===== src/rtl/layer_tile_scheduler_pkg.sv =====
// rtl/layer_tile_scheduler_pkg.sv - shared types, widths and helpers for the CNN layer tile scheduler
// Package cnn_ctrl_pkg: FSM state enum, field widths, ceil-divide-by-power-of-two helper.
package cnn_ctrl_pkg;

  localparam int IFM_SIZE_W = 9;
  localparam int CH_W       = 11;
  localparam int PERF_W     = 32;
  // Tile arithmetic runs one bit wider than the widest dimension so base+step and
  // dim-base never wrap.
  localparam int CALC_W     = 12;

  typedef enum logic [2:0] {
    IDLE,
    LOAD,
    ISSUE,
    WAIT,
    NEXT,
    DONE
  } state_t;

  // ceil(dim / 2**lg) by shift-and-round-up.
  function automatic logic [CALC_W-1:0] ceil_groups(input logic [CALC_W-1:0] dim,
                                                    input int unsigned lg);
    logic [CALC_W-1:0] round_up;
    round_up = (CALC_W'(1) << lg) - CALC_W'(1);
    return (dim + round_up) >> lg;
  endfunction

endpackage


===== src/rtl/layer_tile_scheduler_if.sv =====
// rtl/layer_tile_scheduler_if.sv - layer-control and tile-issue signal bundle
// Ports (master = scheduler side):
//   in : start_layer, ifm_size, ifm_channel, num_filter, done_tile
//   out: done_layer, busy, start_tile, filter/row/channel base+valid,
//        first_channel, last_channel, tile_count, cycle_count
interface layer_tile_scheduler_if #(
  parameter int PE_COLS  = 16,
  parameter int CH_TILE  = 16,
  parameter int ROW_TILE = 16
);
  import cnn_ctrl_pkg::*;

  localparam int FV_W = $clog2(PE_COLS + 1);
  localparam int RV_W = $clog2(ROW_TILE + 1);
  localparam int CV_W = $clog2(CH_TILE + 1);

  logic                  start_layer;
  logic [IFM_SIZE_W-1:0] ifm_size;
  logic [CH_W-1:0]       ifm_channel;
  logic [CH_W-1:0]       num_filter;
  logic                  done_layer;
  logic                  busy;
  logic                  start_tile;
  logic                  done_tile;
  logic [CH_W-1:0]       filter_base;
  logic [FV_W-1:0]       filter_valid;
  logic [IFM_SIZE_W-1:0] row_base;
  logic [RV_W-1:0]       row_valid;
  logic [CH_W-1:0]       channel_base;
  logic [CV_W-1:0]       channel_valid;
  logic                  first_channel;
  logic                  last_channel;
  logic [PERF_W-1:0]     tile_count;
  logic [PERF_W-1:0]     cycle_count;

  modport master (
    input  start_layer, ifm_size, ifm_channel, num_filter, done_tile,
    output done_layer, busy, start_tile, filter_base, filter_valid, row_base, row_valid,
           channel_base, channel_valid, first_channel, last_channel, tile_count, cycle_count
  );

  modport slave (
    output start_layer, ifm_size, ifm_channel, num_filter, done_tile,
    input  done_layer, busy, start_tile, filter_base, filter_valid, row_base, row_valid,
           channel_base, channel_valid, first_channel, last_channel, tile_count, cycle_count
  );

endinterface


===== src/rtl/layer_tile_scheduler_tile_loop_cnt.sv =====
// rtl/layer_tile_scheduler_tile_loop_cnt.sv - one tiling loop: index/base counter with wrap
// Ports:
//   clk, rst_n      clock, async active-low reset
//   clear           zero index and base
//   advance         step to next group, wrapping to 0 after the last group
//   dim, groups     loop dimension and its group count (limit)
//   base            first element of the current group
//   valid           elements in the current group, min(STEP, dim-base)
//   last            current group is the last one
module tile_loop_cnt
  import cnn_ctrl_pkg::*;
#(
  parameter int DIM_W   = 11,
  parameter int STEP    = 16,
  parameter int VALID_W = $clog2(STEP + 1)
) (
  input  logic               clk,
  input  logic               rst_n,
  input  logic               clear,
  input  logic               advance,
  input  logic [DIM_W-1:0]   dim,
  input  logic [DIM_W-1:0]   groups,
  output logic [DIM_W-1:0]   base,
  output logic [VALID_W-1:0] valid,
  output logic               last
);

  logic [DIM_W-1:0]  idx_q, idx_d;
  logic [DIM_W-1:0]  base_q, base_d;
  logic [CALC_W-1:0] remain;

  always_ff @(posedge clk or negedge rst_n) begin
    if (!rst_n) begin
      idx_q  <= '0;
      base_q <= '0;
    end else begin
      idx_q  <= idx_d;
      base_q <= base_d;
    end
  end

  always_comb begin
    idx_d  = idx_q;
    base_d = base_q;
    if (clear) begin
      idx_d  = '0;
      base_d = '0;
    end else if (advance) begin
      if (last) begin
        idx_d  = '0;
        base_d = '0;
      end else begin
        idx_d  = idx_q + DIM_W'(1);
        base_d = base_q + DIM_W'(STEP);
      end
    end
  end

  assign last   = (idx_q == groups - DIM_W'(1));
  assign remain = CALC_W'(dim) - CALC_W'(base_q);
  assign valid  = (remain > CALC_W'(STEP)) ? VALID_W'(STEP) : VALID_W'(remain);
  assign base   = base_q;

endmodule


===== src/rtl/layer_tile_scheduler.sv =====
// rtl/layer_tile_scheduler.sv - sequences one CNN layer as filter/row/channel tiles on the PE array
// Ports:
//   clk, rst_n  clock, async active-low reset
//   bus         layer_tile_scheduler_if.master: layer start/done + config, tile start/done + fields,
//               perf counters
// Config macro: PERF_COUNT_EN enables tile_count/cycle_count; otherwise both read 0.
module layer_tile_scheduler
  import cnn_ctrl_pkg::*;
#(
  parameter int PE_COLS  = 16,
  parameter int CH_TILE  = 16,
  parameter int ROW_TILE = 16
) (
  input logic                   clk,
  input logic                   rst_n,
  layer_tile_scheduler_if.master bus
);

  localparam int F_LG = $clog2(PE_COLS);
  localparam int R_LG = $clog2(ROW_TILE);
  localparam int C_LG = $clog2(CH_TILE);
  localparam int FV_W = $clog2(PE_COLS + 1);
  localparam int RV_W = $clog2(ROW_TILE + 1);
  localparam int CV_W = $clog2(CH_TILE + 1);

  state_t                state_q, state_d;
  logic [IFM_SIZE_W-1:0] ifm_size_q, ifm_size_d;
  logic [CH_W-1:0]       ifm_channel_q, ifm_channel_d;
  logic [CH_W-1:0]       num_filter_q, num_filter_d;
  logic [CH_W-1:0]       f_groups_q, f_groups_d;
  logic [IFM_SIZE_W-1:0] r_groups_q, r_groups_d;
  logic [CH_W-1:0]       c_groups_q, c_groups_d;

  logic                  loop_clear, f_adv, r_adv, c_adv;
  logic                  f_last, r_last, c_last;
  logic [CH_W-1:0]       f_base, c_base;
  logic [IFM_SIZE_W-1:0] r_base;
  logic [FV_W-1:0]       f_valid;
  logic [RV_W-1:0]       r_valid;
  logic [CV_W-1:0]       c_valid;
  logic                  start_tile, done_layer, busy, tile_phase;

  always_ff @(posedge clk or negedge rst_n) begin
    if (!rst_n) begin
      state_q       <= IDLE;
      ifm_size_q    <= '0;
      ifm_channel_q <= '0;
      num_filter_q  <= '0;
      f_groups_q    <= '0;
      r_groups_q    <= '0;
      c_groups_q    <= '0;
    end else begin
      state_q       <= state_d;
      ifm_size_q    <= ifm_size_d;
      ifm_channel_q <= ifm_channel_d;
      num_filter_q  <= num_filter_d;
      f_groups_q    <= f_groups_d;
      r_groups_q    <= r_groups_d;
      c_groups_q    <= c_groups_d;
    end
  end

  always_comb begin
    state_d       = state_q;
    ifm_size_d    = ifm_size_q;
    ifm_channel_d = ifm_channel_q;
    num_filter_d  = num_filter_q;
    f_groups_d    = f_groups_q;
    r_groups_d    = r_groups_q;
    c_groups_d    = c_groups_q;
    loop_clear    = 1'b0;
    f_adv         = 1'b0;
    r_adv         = 1'b0;
    c_adv         = 1'b0;
    start_tile    = 1'b0;
    done_layer    = 1'b0;
    case (state_q)
      IDLE: begin
        if (bus.start_layer) begin
          ifm_size_d    = bus.ifm_size;
          ifm_channel_d = bus.ifm_channel;
          num_filter_d  = bus.num_filter;
          state_d       = LOAD;
        end
      end
      LOAD: begin
        loop_clear = 1'b1;
        f_groups_d = CH_W'(ceil_groups(CALC_W'(num_filter_q), F_LG));
        r_groups_d = IFM_SIZE_W'(ceil_groups(CALC_W'(ifm_size_q), R_LG));
        c_groups_d = CH_W'(ceil_groups(CALC_W'(ifm_channel_q), C_LG));
        if ((ifm_size_q == '0) || (ifm_channel_q == '0) || (num_filter_q == '0)) begin
          state_d = DONE;
        end else begin
          state_d = ISSUE;
        end
      end
      ISSUE: begin
        start_tile = 1'b1;
        state_d    = WAIT;
      end
      WAIT: begin
        if (bus.done_tile) begin
          state_d = (f_last && r_last && c_last) ? DONE : NEXT;
        end
      end
      NEXT: begin
        // Channel is the innermost loop; outer loops step only when the inner one wraps.
        c_adv   = 1'b1;
        r_adv   = c_last;
        f_adv   = c_last && r_last;
        state_d = ISSUE;
      end
      DONE: begin
        done_layer = 1'b1;
        state_d    = IDLE;
      end
      default: state_d = IDLE;
    endcase
  end

  tile_loop_cnt #(.DIM_W(CH_W), .STEP(PE_COLS), .VALID_W(FV_W)) u_filter_loop (
    .clk(clk), .rst_n(rst_n), .clear(loop_clear), .advance(f_adv),
    .dim(num_filter_q), .groups(f_groups_q),
    .base(f_base), .valid(f_valid), .last(f_last)
  );

  tile_loop_cnt #(.DIM_W(IFM_SIZE_W), .STEP(ROW_TILE), .VALID_W(RV_W)) u_row_loop (
    .clk(clk), .rst_n(rst_n), .clear(loop_clear), .advance(r_adv),
    .dim(ifm_size_q), .groups(r_groups_q),
    .base(r_base), .valid(r_valid), .last(r_last)
  );

  tile_loop_cnt #(.DIM_W(CH_W), .STEP(CH_TILE), .VALID_W(CV_W)) u_channel_loop (
    .clk(clk), .rst_n(rst_n), .clear(loop_clear), .advance(c_adv),
    .dim(ifm_channel_q), .groups(c_groups_q),
    .base(c_base), .valid(c_valid), .last(c_last)
  );

  assign busy       = (state_q == LOAD) || (state_q == ISSUE) ||
                      (state_q == WAIT) || (state_q == NEXT);
  // first/last flags only mean something while a tile is in flight; keep them low otherwise
  // so reset and idle read as 0.
  assign tile_phase = (state_q == ISSUE) || (state_q == WAIT) || (state_q == NEXT);

  assign bus.start_tile    = start_tile;
  assign bus.done_layer    = done_layer;
  assign bus.busy          = busy;
  assign bus.filter_base   = f_base;
  assign bus.filter_valid  = f_valid;
  assign bus.row_base      = r_base;
  assign bus.row_valid     = r_valid;
  assign bus.channel_base  = c_base;
  assign bus.channel_valid = c_valid;
  // Channel base is 0 exactly for channel group 0.
  assign bus.first_channel = tile_phase && (c_base == '0);
  assign bus.last_channel  = tile_phase && c_last;

`ifdef PERF_COUNT_EN
  logic [PERF_W-1:0] tile_count_q, tile_count_d;
  logic [PERF_W-1:0] cycle_count_q, cycle_count_d;

  always_ff @(posedge clk or negedge rst_n) begin
    if (!rst_n) begin
      tile_count_q  <= '0;
      cycle_count_q <= '0;
    end else begin
      tile_count_q  <= tile_count_d;
      cycle_count_q <= cycle_count_d;
    end
  end

  always_comb begin
    tile_count_d  = tile_count_q;
    cycle_count_d = cycle_count_q;
    if ((state_q == IDLE) && bus.start_layer) begin
      tile_count_d  = '0;
      cycle_count_d = '0;
    end else begin
      if (start_tile) tile_count_d = tile_count_q + PERF_W'(1);
      if (busy)       cycle_count_d = cycle_count_q + PERF_W'(1);
    end
  end

  assign bus.tile_count  = tile_count_q;
  assign bus.cycle_count = cycle_count_q;
`else
  assign bus.tile_count  = '0;
  assign bus.cycle_count = '0;
`endif

endmodule

===== src/flat_wrapper.sv =====
// flat-port wrapper written by rule: the top's interface ports become plain ports
module layer_tile_scheduler_flat import cnn_ctrl_pkg::*;
#(
  parameter int PE_COLS  = 16,
  parameter int CH_TILE  = 16,
  parameter int ROW_TILE = 16
)
  (clk, rst_n, bus_start_layer, bus_ifm_size, bus_ifm_channel, bus_num_filter, bus_done_tile, bus_done_layer, bus_busy, bus_start_tile, bus_filter_base, bus_filter_valid, bus_row_base, bus_row_valid, bus_channel_base, bus_channel_valid, bus_first_channel, bus_last_channel, bus_tile_count, bus_cycle_count);
  layer_tile_scheduler_if #(.PE_COLS(PE_COLS), .CH_TILE(CH_TILE), .ROW_TILE(ROW_TILE)) bus_i ();
  input logic clk;
  input logic rst_n;
  input wire logic [$bits(bus_i.start_layer)-1:0] bus_start_layer;
  input wire logic [$bits(bus_i.ifm_size)-1:0] bus_ifm_size;
  input wire logic [$bits(bus_i.ifm_channel)-1:0] bus_ifm_channel;
  input wire logic [$bits(bus_i.num_filter)-1:0] bus_num_filter;
  input wire logic [$bits(bus_i.done_tile)-1:0] bus_done_tile;
  output wire logic [$bits(bus_i.done_layer)-1:0] bus_done_layer;
  output wire logic [$bits(bus_i.busy)-1:0] bus_busy;
  output wire logic [$bits(bus_i.start_tile)-1:0] bus_start_tile;
  output wire logic [$bits(bus_i.filter_base)-1:0] bus_filter_base;
  output wire logic [$bits(bus_i.filter_valid)-1:0] bus_filter_valid;
  output wire logic [$bits(bus_i.row_base)-1:0] bus_row_base;
  output wire logic [$bits(bus_i.row_valid)-1:0] bus_row_valid;
  output wire logic [$bits(bus_i.channel_base)-1:0] bus_channel_base;
  output wire logic [$bits(bus_i.channel_valid)-1:0] bus_channel_valid;
  output wire logic [$bits(bus_i.first_channel)-1:0] bus_first_channel;
  output wire logic [$bits(bus_i.last_channel)-1:0] bus_last_channel;
  output wire logic [$bits(bus_i.tile_count)-1:0] bus_tile_count;
  output wire logic [$bits(bus_i.cycle_count)-1:0] bus_cycle_count;
  assign bus_i.start_layer = bus_start_layer;
  assign bus_i.ifm_size = bus_ifm_size;
  assign bus_i.ifm_channel = bus_ifm_channel;
  assign bus_i.num_filter = bus_num_filter;
  assign bus_i.done_tile = bus_done_tile;
  assign bus_done_layer = bus_i.done_layer;
  assign bus_busy = bus_i.busy;
  assign bus_start_tile = bus_i.start_tile;
  assign bus_filter_base = bus_i.filter_base;
  assign bus_filter_valid = bus_i.filter_valid;
  assign bus_row_base = bus_i.row_base;
  assign bus_row_valid = bus_i.row_valid;
  assign bus_channel_base = bus_i.channel_base;
  assign bus_channel_valid = bus_i.channel_valid;
  assign bus_first_channel = bus_i.first_channel;
  assign bus_last_channel = bus_i.last_channel;
  assign bus_tile_count = bus_i.tile_count;
  assign bus_cycle_count = bus_i.cycle_count;
  layer_tile_scheduler #(.PE_COLS(PE_COLS), .CH_TILE(CH_TILE), .ROW_TILE(ROW_TILE)) u_core (.clk(clk), .rst_n(rst_n), .bus(bus_i));
endmodule

===== config.mk =====
export PLATFORM = sky130hd
export DESIGN_NAME = layer_tile_scheduler_flat
export DESIGN_NICKNAME = d
export VERILOG_FILES = /design/src/rtl/layer_tile_scheduler_pkg.sv /design/src/rtl/layer_tile_scheduler_if.sv /design/src/rtl/layer_tile_scheduler_tile_loop_cnt.sv /design/src/rtl/layer_tile_scheduler.sv /design/src/flat_wrapper.sv
export SDC_FILE = /design/constraint.sdc
export NUM_CORES = 1
export LEC_CHECK = 0
export ABC_AREA = 1
export BUFFER_PORTS_ARGS = -buffer_cell sky130_fd_sc_hd__buf_4
export CORE_AREA = 2 2 190 192
export CTS_BUF_LIST = sky130_fd_sc_hd__clkbuf_8
export CTS_CLUSTER_SIZE = 14
export DETAILED_ROUTE_END_ITERATION = 16
export DIE_AREA = 0 0 192 194
export HOLD_SLACK_MARGIN = 0.12
export PLACE_DENSITY = 0.54
export SYNTH_ARGS = -nofsm -noshare
export SYNTH_HDL_FRONTEND = slang
export SYNTH_HIERARCHICAL = 1
export SYNTH_SLANG_ARGS = --single-unit
export TNS_END_PERCENT = 5

===== constraint.sdc =====
create_clock -name clk -period 2.45 [get_ports clk]
set_input_delay 0.49 -clock clk [delete_from_list [all_inputs] [get_ports clk]]
set_output_delay 0.49 -clock clk [all_outputs]
set_load 0.02 [all_outputs]

Yosys cells after proc, flatten, opt, wreduce, memory -nomap -nowiden
Index checks and enable logic that the tools add are counted.
Operators by class
  add/subtract/negate cells: 15
  $lt $le $gt $ge: 3
  equality and inequality tests: 10
  muxes and demuxes: 32
  reductions and logical operators: 22
Operators with widths (count)
  two-way mux 11 bit: 12
  two-way mux 9 bit: 6
  > comparator 12 x 5 -> 1 bit, second input constant: 3
  zero test 11 bit: 3
  subtractor 8 x 1 -> 9 bit, second input constant: 3
  adder 11 x 4 -> 12 bit, second input constant: 2
  subtractor 11 x 11 -> 12 bit: 2
  adder 11 x 1 -> 11 bit, second input constant: 2
  adder 11 x 5 -> 11 bit, second input constant: 2
  equality test 11 bit: 2
  two-way mux 5 bit: 3
  case mux 3 bit (5 select lines): 1
  adder 9 x 4 -> 10 bit, second input constant: 1
  subtractor 9 x 9 -> 10 bit: 1
  adder 9 x 1 -> 9 bit, second input constant: 1
  adder 9 x 5 -> 9 bit, second input constant: 1
  equality test 9 bit: 1
  zero test 9 bit: 1
  two-way mux 3 bit: 3
  logical OR 1 bit: 7
  two-way mux 1 bit: 7
  equality test 3 x 2 -> 1 bit, second input constant: 2
  equality test 3 bit, second input constant: 2
  nonzero test 2 bit: 3
  other kinds (5): 11
Word-level totals
  bits in registers: 120
  bits of input ports: 35
  word-level logic and storage cells: 95

Longest topological paths before layout
Gate-level depths: netlist of run 1.
  depth in word-level cells: 7
  gate-level depth with buffers: 19
  depth with buffers taken out: 18

Modules after synthesis
Netlist of run 1, hierarchy kept.
By module, submodules not included
  tile_loop_cnt (u_core.u_channel_loop ...): times used 2, cells each 305, area an instance 1966.9 µm², sequential area each 450.4 µm²
  layer_tile_scheduler: times used 1, cells each 374, area an instance 3155.5 µm², sequential area each 1401.3 µm²
  tile_loop_cnt (u_core.u_row_loop): times used 1, cells each 247, area an instance 1610.3 µm², sequential area each 350.3 µm²

Least setup slack after synthesis of run 1
Ideal clock, no wire load.
  kind: flip-flop to flip-flop
  start point: register u_core.r_groups_q[0]
  end point: register u_core.u_filter_loop.idx_q[8]
  library setup time: 0.122 ns
  data arrival time: 2.425 ns
  data required time: 2.328 ns
  setup slack: -0.096 ns
  stages on the path, launching flop included: 18
  path buffers: 2
  cells stage by stage: dfrtp_1 > inv_2 > ha_1 > or2_2 > nand3_1 > nor2_1 > nand2_1 > nor2_2 > nand3_4 > buf_6 > inv_2 > nand2_1 > nor2_1 > nor2_1 > nor2_1 > nand2_4 > buf_12 > o21ai_2
Between the ends
  cells in the longest elaborated chain, start to end: 5
RTL lines
  from (decl): line layer_tile_scheduler.sv:31  | logic [IFM_SIZE_W-1:0] r_groups_q, r_groups_d;
  from (signal assigned): line layer_tile_scheduler.sv:58  | r_groups_q <= r_groups_d;
  subtractor 8 x 1 -> 9 bit: line layer_tile_scheduler_tile_loop_cnt.sv:59  | assign last = (idx_q == groups - DIM_W'(1));
  equality test 9 bit: line layer_tile_scheduler_tile_loop_cnt.sv:59
  net u_core.r_last: line layer_tile_scheduler.sv:35  | logic f_last, r_last, c_last;
  logical AND 1 bit: line layer_tile_scheduler.sv:110  | f_adv = c_last && r_last;
  two-way mux 1 bit: line layer_tile_scheduler.sv:77  | case (state_q)
  net u_core.f_adv: line layer_tile_scheduler.sv:34  | logic loop_clear, f_adv, r_adv, c_adv;
  nonzero test 2 bit (no line)
  to (signal assigned): line layer_tile_scheduler_tile_loop_cnt.sv:37  | idx_q <= idx_d;
  to (decl): line layer_tile_scheduler_tile_loop_cnt.sv:28  | logic [DIM_W-1:0] idx_q, idx_d;
The timed path passes the listed nets, and every way through them passes these cells.
A chain may end at the register's enable or synchronous reset.

Worst setup path in the final report of run 1
  start point: register u_core.u_filter_loop.base_q[5], in the netlist u_core/u_filter_loop/base[5]
  end point: output port bus_filter_valid[3]
Between the ends
  cells in the longest elaborated chain, start to end: 3
RTL lines
  from (decl): line layer_tile_scheduler_tile_loop_cnt.sv:29  | logic [DIM_W-1:0] base_q, base_d;
  from (signal assigned): line layer_tile_scheduler_tile_loop_cnt.sv:38  | base_q <= base_d;
  subtractor 11 x 11 -> 12 bit: line layer_tile_scheduler_tile_loop_cnt.sv:60  | assign remain = CALC_W'(dim) - CALC_W'(base_q);
  > comparator 12 x 5 -> 1 bit: line layer_tile_scheduler_tile_loop_cnt.sv:61  | assign valid = (remain > CALC_W'(STEP)) ? VALID_W'(STEP) : VALID_W'(remain);
  two-way mux 5 bit: line layer_tile_scheduler_tile_loop_cnt.sv:61
  to (decl): line flat_wrapper.sv:21  | output wire logic [$bits(bus_i.filter_valid)-1:0] bus_filter_valid;
No other way between the ends.

==> results of run 1 <==
==> metal layers <==
layer / GRT usage / up-vias / part of all wire / routed length (µm)
met5: 0 / - / 0 / 0
met4: 0.0277 / 0 / 0.0094 / 197
met3: 0.0179 / 15 / 0.032 / 672
met2: 0.187 / 115 / 0.48 / 9920
met1: 0.151 / 3541 / 0.48 / 10100
li1: - / 3990 / - / -
==> flip-flops by register name, summed over array words and instances (netlist names) <==
| signal | cells |
|---|---|
| u_core/ifm_channel_q | 11 |
| u_core/num_filter_q | 11 |
| u_core/u_channel_loop/idx_q | 11 |
| u_core/u_filter_loop/idx_q | 11 |
| u_core/ifm_size_q | 9 |
| u_core/u_row_loop/idx_q | 9 |
| u_core/c_groups_q | 8 |
| u_core/f_groups_q | 8 |
| u_core/u_channel_loop/base | 7 |
| u_core/u_filter_loop/base | 7 |
| u_core/r_groups_q | 6 |
| u_core/u_row_loop/base | 5 |
| u_core/state_q | 3 |
==> worst min-delay path by stage <==
stage,cells after the start,to,slack (ns)
global route,2,u_core/num_filter_q[3],0.27
detailed placement,1,u_core/num_filter_q[3],0.43
floorplan,0,u_core/c_groups_q[0],0.19
finish,2,u_core/num_filter_q[3],0.30
global placement,1,u_core/num_filter_q[2],0.42
CTS,2,u_core/num_filter_q[3],0.26
==> repair_timing <==
item	4_1_cts	5_1_grt
pin swaps	13	22
hold buffers	1	0
hold endpoints to repair	21	0
gates resized for setup	36	46
setup endpoints to repair	23	50
buffers inserted	9	7
==> per-stage QoR <==
| step | setup TNS [ns] | total power [mW] | instance area, µm² | instances |
|---|---|---|---|---|
| global route | -9.25 | 14.7 | 10500 | 1839 |
| global placement | 0 | 11.1 | 9790 | 1806 |
| floorplan | -0.379 | 9.21 | 9060 | 1326 |
| finish | -3.68 | 13.3 | 10500 | 1839 |
| CTS | -4.47 | 12.9 | 10200 | 1832 |
| detailed placement | -0.0545 | 11.2 | 9790 | 1806 |
==> cell usage after synthesis (all sizes together), types with 3 or more instances <==
cell | instances | area (µm²)
a21oi | 43 | 230
buf | 90 | 704
clkbuf | 4 | 15.0
conb | 4 | 15.0
dfrtp | 106 | 2650
ha | 31 | 388
inv | 166 | 623
mux2 | 14 | 210
nand2 | 350 | 1360
nand3 | 99 | 563
nand3b | 6 | 45.0
nand4 | 22 | 138
nor2 | 143 | 639
nor3 | 21 | 116
nor4 | 5 | 31.3
o21ai | 54 | 338
o21bai | 4 | 30.0
or2 | 3 | 21.3
xnor2 | 16 | 140
xor2 | 45 | 402
==> power breakdown <==
| part | switching [mW] | internal [mW] | leakage (nW) |
|---|---|---|---|
| Clock | 0.732 | 0.403 | 0.0999 |
| Sequential | 0.850 | 2.46 | 1.32 |
| Combinational | 5.20 | 3.67 | 3.89 |
==> layout by cell type, fill, tap and decap left out, drive strengths merged <==
cell	Yosys	final
xnor2	16	16
nor3	21	21
or2	3	3
nor2	143	143
nand4	22	22
inv	166	171
a31oi	1	1
o31ai	2	2
o21ai	54	54
nor4	5	5
a21oi	43	43
xor2	45	45
mux2	14	14
dlygate4sd3	0	1
nand2	350	350
o21a	2	2
ha	31	31
dfrtp	106	106
nand3b	6	6
o21bai	4	4
clkinv	0	2
buf	90	129
conb	4	99
nand3	99	99
clkbuf	4	9
==> worst register-to-register path, delay by kind of cell (launching register included) <==
family,cells,cell delay [ns]
AND/OR/NAND/NOR,13,1.27
flip-flops,1,0.37
buffers and inverters,4,0.29
adder cells (fa/ha/maj),1,0.26
AO/OA/AOI/OAI,1,0.22
==> cells by family after synthesis <==
logic type / after synthesis
other: 4
XOR/XNOR: 61
multiplexers: 14
flip-flops: 106
AO/OA/AOI/OAI: 106
adder cells (fa/ha/maj): 31
AND/OR/NAND/NOR: 649
buffers and inverters: 260
==> area by class of cell <==
| cell class | instances | area, µm² |
|---|---|---|
| timing repair buffer | 130 | 1010 |
| clock inverter | 7 | 71.3 |
| fill | 3843 | 24800 |
| inverter | 166 | 623 |
| tap | 461 | 577 |
| clock buffer | 9 | 124 |
| sequential | 106 | 2660 |
| multi-input combinational | 960 | 5410 |
==> key figures, run 1 <==
Logic synthesis
  • Synth Area in Compound Gates: 0.0729
  • Avg Cell Area, Syn: 7.07 µm²
  • Top FF cell, synth: dfrtp_1
  • Seq/Total Area, Yosys: 0.305
  • Largest family of logic cells by synthesized area: simple AND/OR/NAND/NOR gates
  • Number of warnings issued by yosys: 6
  • Synth cell types: 40
  • Yosys reg bits: 106
  • Cells after Synth: 1231
  • XOR/XNOR share of the synthesized area: 0.0623
  • Ys async rst share: 1.00
  • Synthesized-area fraction occupied by adder cells: 0.0446
  • Mux contribution to synthesized area: 0.0242
  • Simple-gate share of the synthesized area: 0.335
  • EDFF count, synth: 0
  • Synth Cell Area: 8700 µm²

CTS
  • CTS root buffer: clkbuf_8
  • Max H-tree Level: 3
  • CTS Sinks: 106
  • Clock-pin slew on the worst setup and hold paths: 0.12 ns
  • CTS tree: yes
  • Cts bufs inserted: 9
  • Worst skew pair latency: 0.41 ns
  • CTS max path bufs: 2

Worst setup path
  • Critical path capture point type: output port
  • Reg2reg end: u_core/u_filter_loop/idx_q[5]
  • Critical path cell sequence: inv_2 > ha_4 > nand2_4 > inv_1 > nand2_1 > nand2_2 > nand3_2 > nand3_1 > nand2_2 > nor2_2 > nand4_1 > nor2_1 > buf_4
  • CP endpoint: bus_filter_valid[3]
  • Worst path slowest cell: dfrtp_1
  • CP Max Fanout: 5
  • RR Startpoint: u_core/c_groups_q[1]
  • Crit path arrival time: 2.27 ns
  • Req. time, crit path: 1.96 ns
  • Reg2reg path depth: 19
  • CP Class: reg -> out
  • Crit. Startpoint: u_core/u_filter_loop/base[5]
  • Worst path top cell family by delay: simple AND/OR/NAND/NOR gates
  • Crit path top cell by count: nand2_2
  • R2R Setup Slk: -0.03 ns
  • Worst setup SP type: flop
  • Crit. path cell count: 13
  • CP bufs+invs: 3
  • Critical Path Max Stage Delay: 0.40 ns

Global routing
  • GRT Total Usage: 0.112
  • First-pass GRT wire length: 34500 µm
  • Gr ovfl total: 0
  • Antenna violations before repair: 0
  • Vias in the first global route: 7175
  • Largest net degree at the start of global routing: 66

Cells and area
  • Ant. Diodes: 0
  • Final Core Density: 0.297
  • Area grow syn2layout: 20.3%
  • Fraction of layout cells with a size suffix above 1: 0.220
  • Nets: 1439

Placement
  • Place WS: -0.0224 ns
  • GPL Wtd Cong: 0.839
  • Dpl hpwl: 15900 µm
  • PortBufs: 73

Floorplan
  • Starting Density: 0.247
  • Core area: 35200 µm²
  • IO Pins: 150
  • Full die area: 37200 µm²
  • Die W: 192 µm
  • Rows: 69
  • Die H: 194 µm

Timing
  • RSZ-0062 raised after global routing: yes
  • Post-layout min period: 2.76 ns
  • Setup Viol. Count Final: 17
  • Final hold vios: 0
  • Fin Hold WS: 0.300 ns
  • Max Freq: 0.362 GHz
  • Max Slew Vio Count: 0
  • Final WS setup: -0.309 ns
  • Final cycle utilization of the critical path: 1.13
  • Clock skew: 0.0205 ns

Worst hold path
  • Worst min-delay path category: in -> reg
  • Min-Delay Startpoint: bus_num_filter[3]

Drt
  • DR pass1 iterations: 5
  • Via count: 7661
  • Vias/cell: 4.17
  • Drt total wl: 20900 µm
  • DR iter-0 viols: 296
  • Number of remaining DRC errors: 0
  • Avg WL per Cell: 11.4 µm
  • Antenna Nets Post-Route: 0

Power
  • Peak VDD IR: 0.472 mV
  • P_leak: 5.32 nW
  • Pwr Density: 1270 nW/µm²

Flow run
  • Max-cap violations: 0

Outcome
  • Run status: finished, violations left
  • Failing checks: negative setup slack
Power figures use the tool's default switching activity.
==> run 2, diff against run 1 <==
Settings changed: PLACE_DENSITY 0.54 to 0.55.
==> run 2 against run 1 <==
Net effect:
- the flow still finishes with violations (negative setup slack)
- combinational power shrank 2%
- routed wire length shrank 0.51%
- critical path depth shrank 1
- final cell count shrank 0.49%
- critical path type unchanged
==> key figures, run 2 (synthesis gave the netlist of run 1 again) <==
Outcome
  • Run status: finished, violations left
  • Failing checks: negative setup slack

Timing
  • Final hold vios: 0 (unchanged)
  • RSZ-0062 raised after global routing: yes
  • Fin Hold WS: 0.301 ns (+0.00120 ns)
  • Slew margin rel.: 0.634
  • Max Slew Vio Count: 0 (unchanged)
  • Worst-Margin Slew: 0.549 ns
  • Setup Viol. Count Final: 16 (-1)
  • Final WS setup: -0.328 ns (-0.0192 ns)
  • Max Freq: 0.360 GHz (-0.69%)
  • Clock skew: 0.0178 ns (-0.00265 ns)
  • Post-layout min period: 2.78 ns (+0.0192 ns)
  • Final cycle utilization of the critical path: 1.13 (+0.00783)

Cells and area
  • Filler cells: 3896 (+1.4%)
  • Fraction of layout cells with a size suffix above 1: 0.209 (-0.0110)
  • Commonest non-fill, non-tap cells in the layout: 329 x nand2_1, 148 x inv_1, 115 x nor2_1, 114 x buf_4, 105 x dfrtp_1
  • Final Core Density: 0.295 (-0.00224)
  • Nets: 1430 (-0.63%)
  • Finished Layout Cells: 1830 (-0.49%)
  • Ant. Diodes: 0 (unchanged)
  • Commonest non-fill, non-tap cell in the layout: nand2_1
  • Area grow syn2layout: 19.4%

Drt
  • DR pass1 iterations: 6 (+1)
  • Number of remaining DRC errors: 0 (unchanged)
  • DR iter-0 viols: 357 (+21%)
  • Via count: 7602 (-0.77%)
  • Antenna Nets Post-Route: 0 (unchanged)
  • Vias/cell: 4.15 (-0.28%)
  • Avg WL per Cell: 11.4 µm (about the same)
  • Drt total wl: 20800 µm (-0.51%)

Placement
  • PortBufs: 73 (unchanged)
  • Dpl hpwl: 16000 µm (+0.43%)
  • Place WS: -0.0000351 ns (+0.0224 ns)
  • GPL Wtd Cong: 0.857 (+2.1%)
  • Placed cell count: 1808 (+0.11%)

Power
  • Peak VDD IR: 0.391 mV (-17%)
  • P_leak: 5.28 nW (-0.61%)
  • Pwr Density: 1270 nW/µm² (+0.10%)
  • Pwr Total: 13.2 mW (-0.65%)

Floorplan
  • Core area: 35200 µm² (unchanged)
  • Die H: 194 µm (unchanged)
  • Die W: 192 µm (unchanged)
  • Rows: 69 (unchanged)
  • Full die area: 37200 µm² (unchanged)
  • IO Pins: 150 (unchanged)
  • Starting Density: 0.247 (unchanged)

Global routing
  • Antenna violations before repair: 0 (unchanged)
  • First-pass GRT wire length: 34800 µm (+0.76%)
  • GRT Total Usage: 0.113 (+0.000864)
  • Largest net degree at the start of global routing: 38 (-42%)
  • Gr ovfl total: 0 (unchanged)
  • Vias in the first global route: 7113 (-0.86%)

Worst setup path
  • Crit. path cell count: 12 (-1)
  • Crit path arrival time: 2.29 ns (+0.02 ns)
  • Critical path capture point type: output port
  • RR Startpoint: u_core/c_groups_q[0]
  • CP endpoint: bus_filter_valid[0]
  • Reg2reg path depth: 18 (-1)
  • Critical Path Max Stage Delay: 0.41 ns (about the same)
  • Worst path slowest cell: dfrtp_1
  • CP Class: reg -> out
  • CP bufs+invs: 3 (unchanged)
  • Worst setup SP type: flop
  • CP Max Fanout: 5 (unchanged)
  • R2R Setup Slk: 0.12 ns (+0.15 ns)
  • Req. time, crit path: 1.96 ns (about the same)
  • Critical path cell sequence: inv_2 > ha_4 > nand2_4 > inv_1 > nand2_1 > nand2_2 > xnor2_1 > nand3_2 > nor2_2 > nand4_1 > nor2_1 > buf_4
  • Reg2reg end: u_core/u_filter_loop/idx_q[6]
  • Crit. Startpoint: u_core/u_filter_loop/base[5]
  • Worst path top cell family by delay: simple AND/OR/NAND/NOR gates

Worst hold path
  • Min-Delay Startpoint: bus_num_filter[9]
  • Worst min-delay path category: in -> reg
  • Worst hold stages: 2 (unchanged)

Flow run
  • Max-cap violations: 0 (unchanged)

CTS
  • Cts bufs inserted: 9 (unchanged)
  • Max H-tree Level: 3 (unchanged)
  • CTS max path bufs: 2 (unchanged)
  • CTS Sinks: 106 (unchanged)
  • CTS root buffer: clkbuf_8
  • Clock-pin slew on the worst setup and hold paths: 0.12 ns (about the same)
  • Worst skew pair latency: 0.40 ns (about the same)
  • CTS tree: yes
## run 2: cell count changes in the layout (fill, tap and decap cells not counted), sizes merged
cell / change
buf: -9
bufinv: +1
clkinv: -1
clkinvlp: +1
inv: -1
## run 2: timing repair
item,CTS,global route
setup endpoints to repair,23,49
pin swaps,7,19
resized for setup,34,41
buffers inserted,2,3
hold buffers,1,0
endpoints found under the hold margin,34,0
## run 2: metal layers
| metal | global-route usage | up-vias | share of wire |
|---|---|---|---|
| met4 | 0.0269 | 0 | 0.011 |
| met3 | 0.0203 | 17 | 0.041 |
| met1 | 0.152 | 3468 | 0.48 |
| met5 | 0 | - | 0 |
| met2 | 0.188 | 143 | 0.47 |
| li1 | - | 3974 | - |
## run 2: layout make-up
| cell class | count | area (µm²) | area share |
|---|---|---|---|
| inverters | 166 | 623 | 0.0600 |
| well taps | 461 | 577 | 0.0555 |
| flip-flops and latches | 106 | 2650 | 0.256 |
| clock inverters | 7 | 83.8 | 0.00807 |
| repair buffers | 121 | 977 | 0.0941 |
| clock buffers | 9 | 124 | 0.0119 |
| multi-input cells | 960 | 5350 | 0.515 |
## run 2: how the worst min path moves through the flow
stage                                         to  slack (ns)
finish                    u_core/num_filter_q[9]        0.30
global route              u_core/num_filter_q[3]        0.28
CTS                       u_core/num_filter_q[9]        0.27
detailed placement  u_core/u_filter_loop/base[9]        0.51
global placement    u_core/u_filter_loop/base[9]        0.51
floorplan                   u_core/c_groups_q[0]        0.19
## run 2: worst reg2reg max path, cell delays in order, from the launching register on
cell	delay, ns
dfrtp_1	0.38
inv_2	0.06
ha_4	0.26
inv_1	0.04
nand2_1	0.05
nand2_1	0.05
nor2_1	0.08
nand2_1	0.05
nor2_1	0.08
nand3_1	0.08
nor2_1	0.12
nand3_2	0.09
inv_1	0.08
nand2_1	0.10
nor2_2	0.13
nor2_2	0.06
nor2_2	0.17
nand2_4	0.18
o21ai_0	0.20
## run 2: metrics by stage
stage / setup TNS, ns / instance area (µm²)
floorplan: -0.379 / 9060
global placement: 0 / 9840
detailed placement: -0.0000351 / 9840
CTS: -4.44 / 10200
global route: -8.71 / 10400
finish: -3.66 / 10400
## run 2: power by group
part | internal [mW] | switching [mW]
Clock | 0.494 | 0.719
Sequential | 2.46 | 0.835
Combinational | 3.55 | 5.17
Total | 6.50 | 6.72
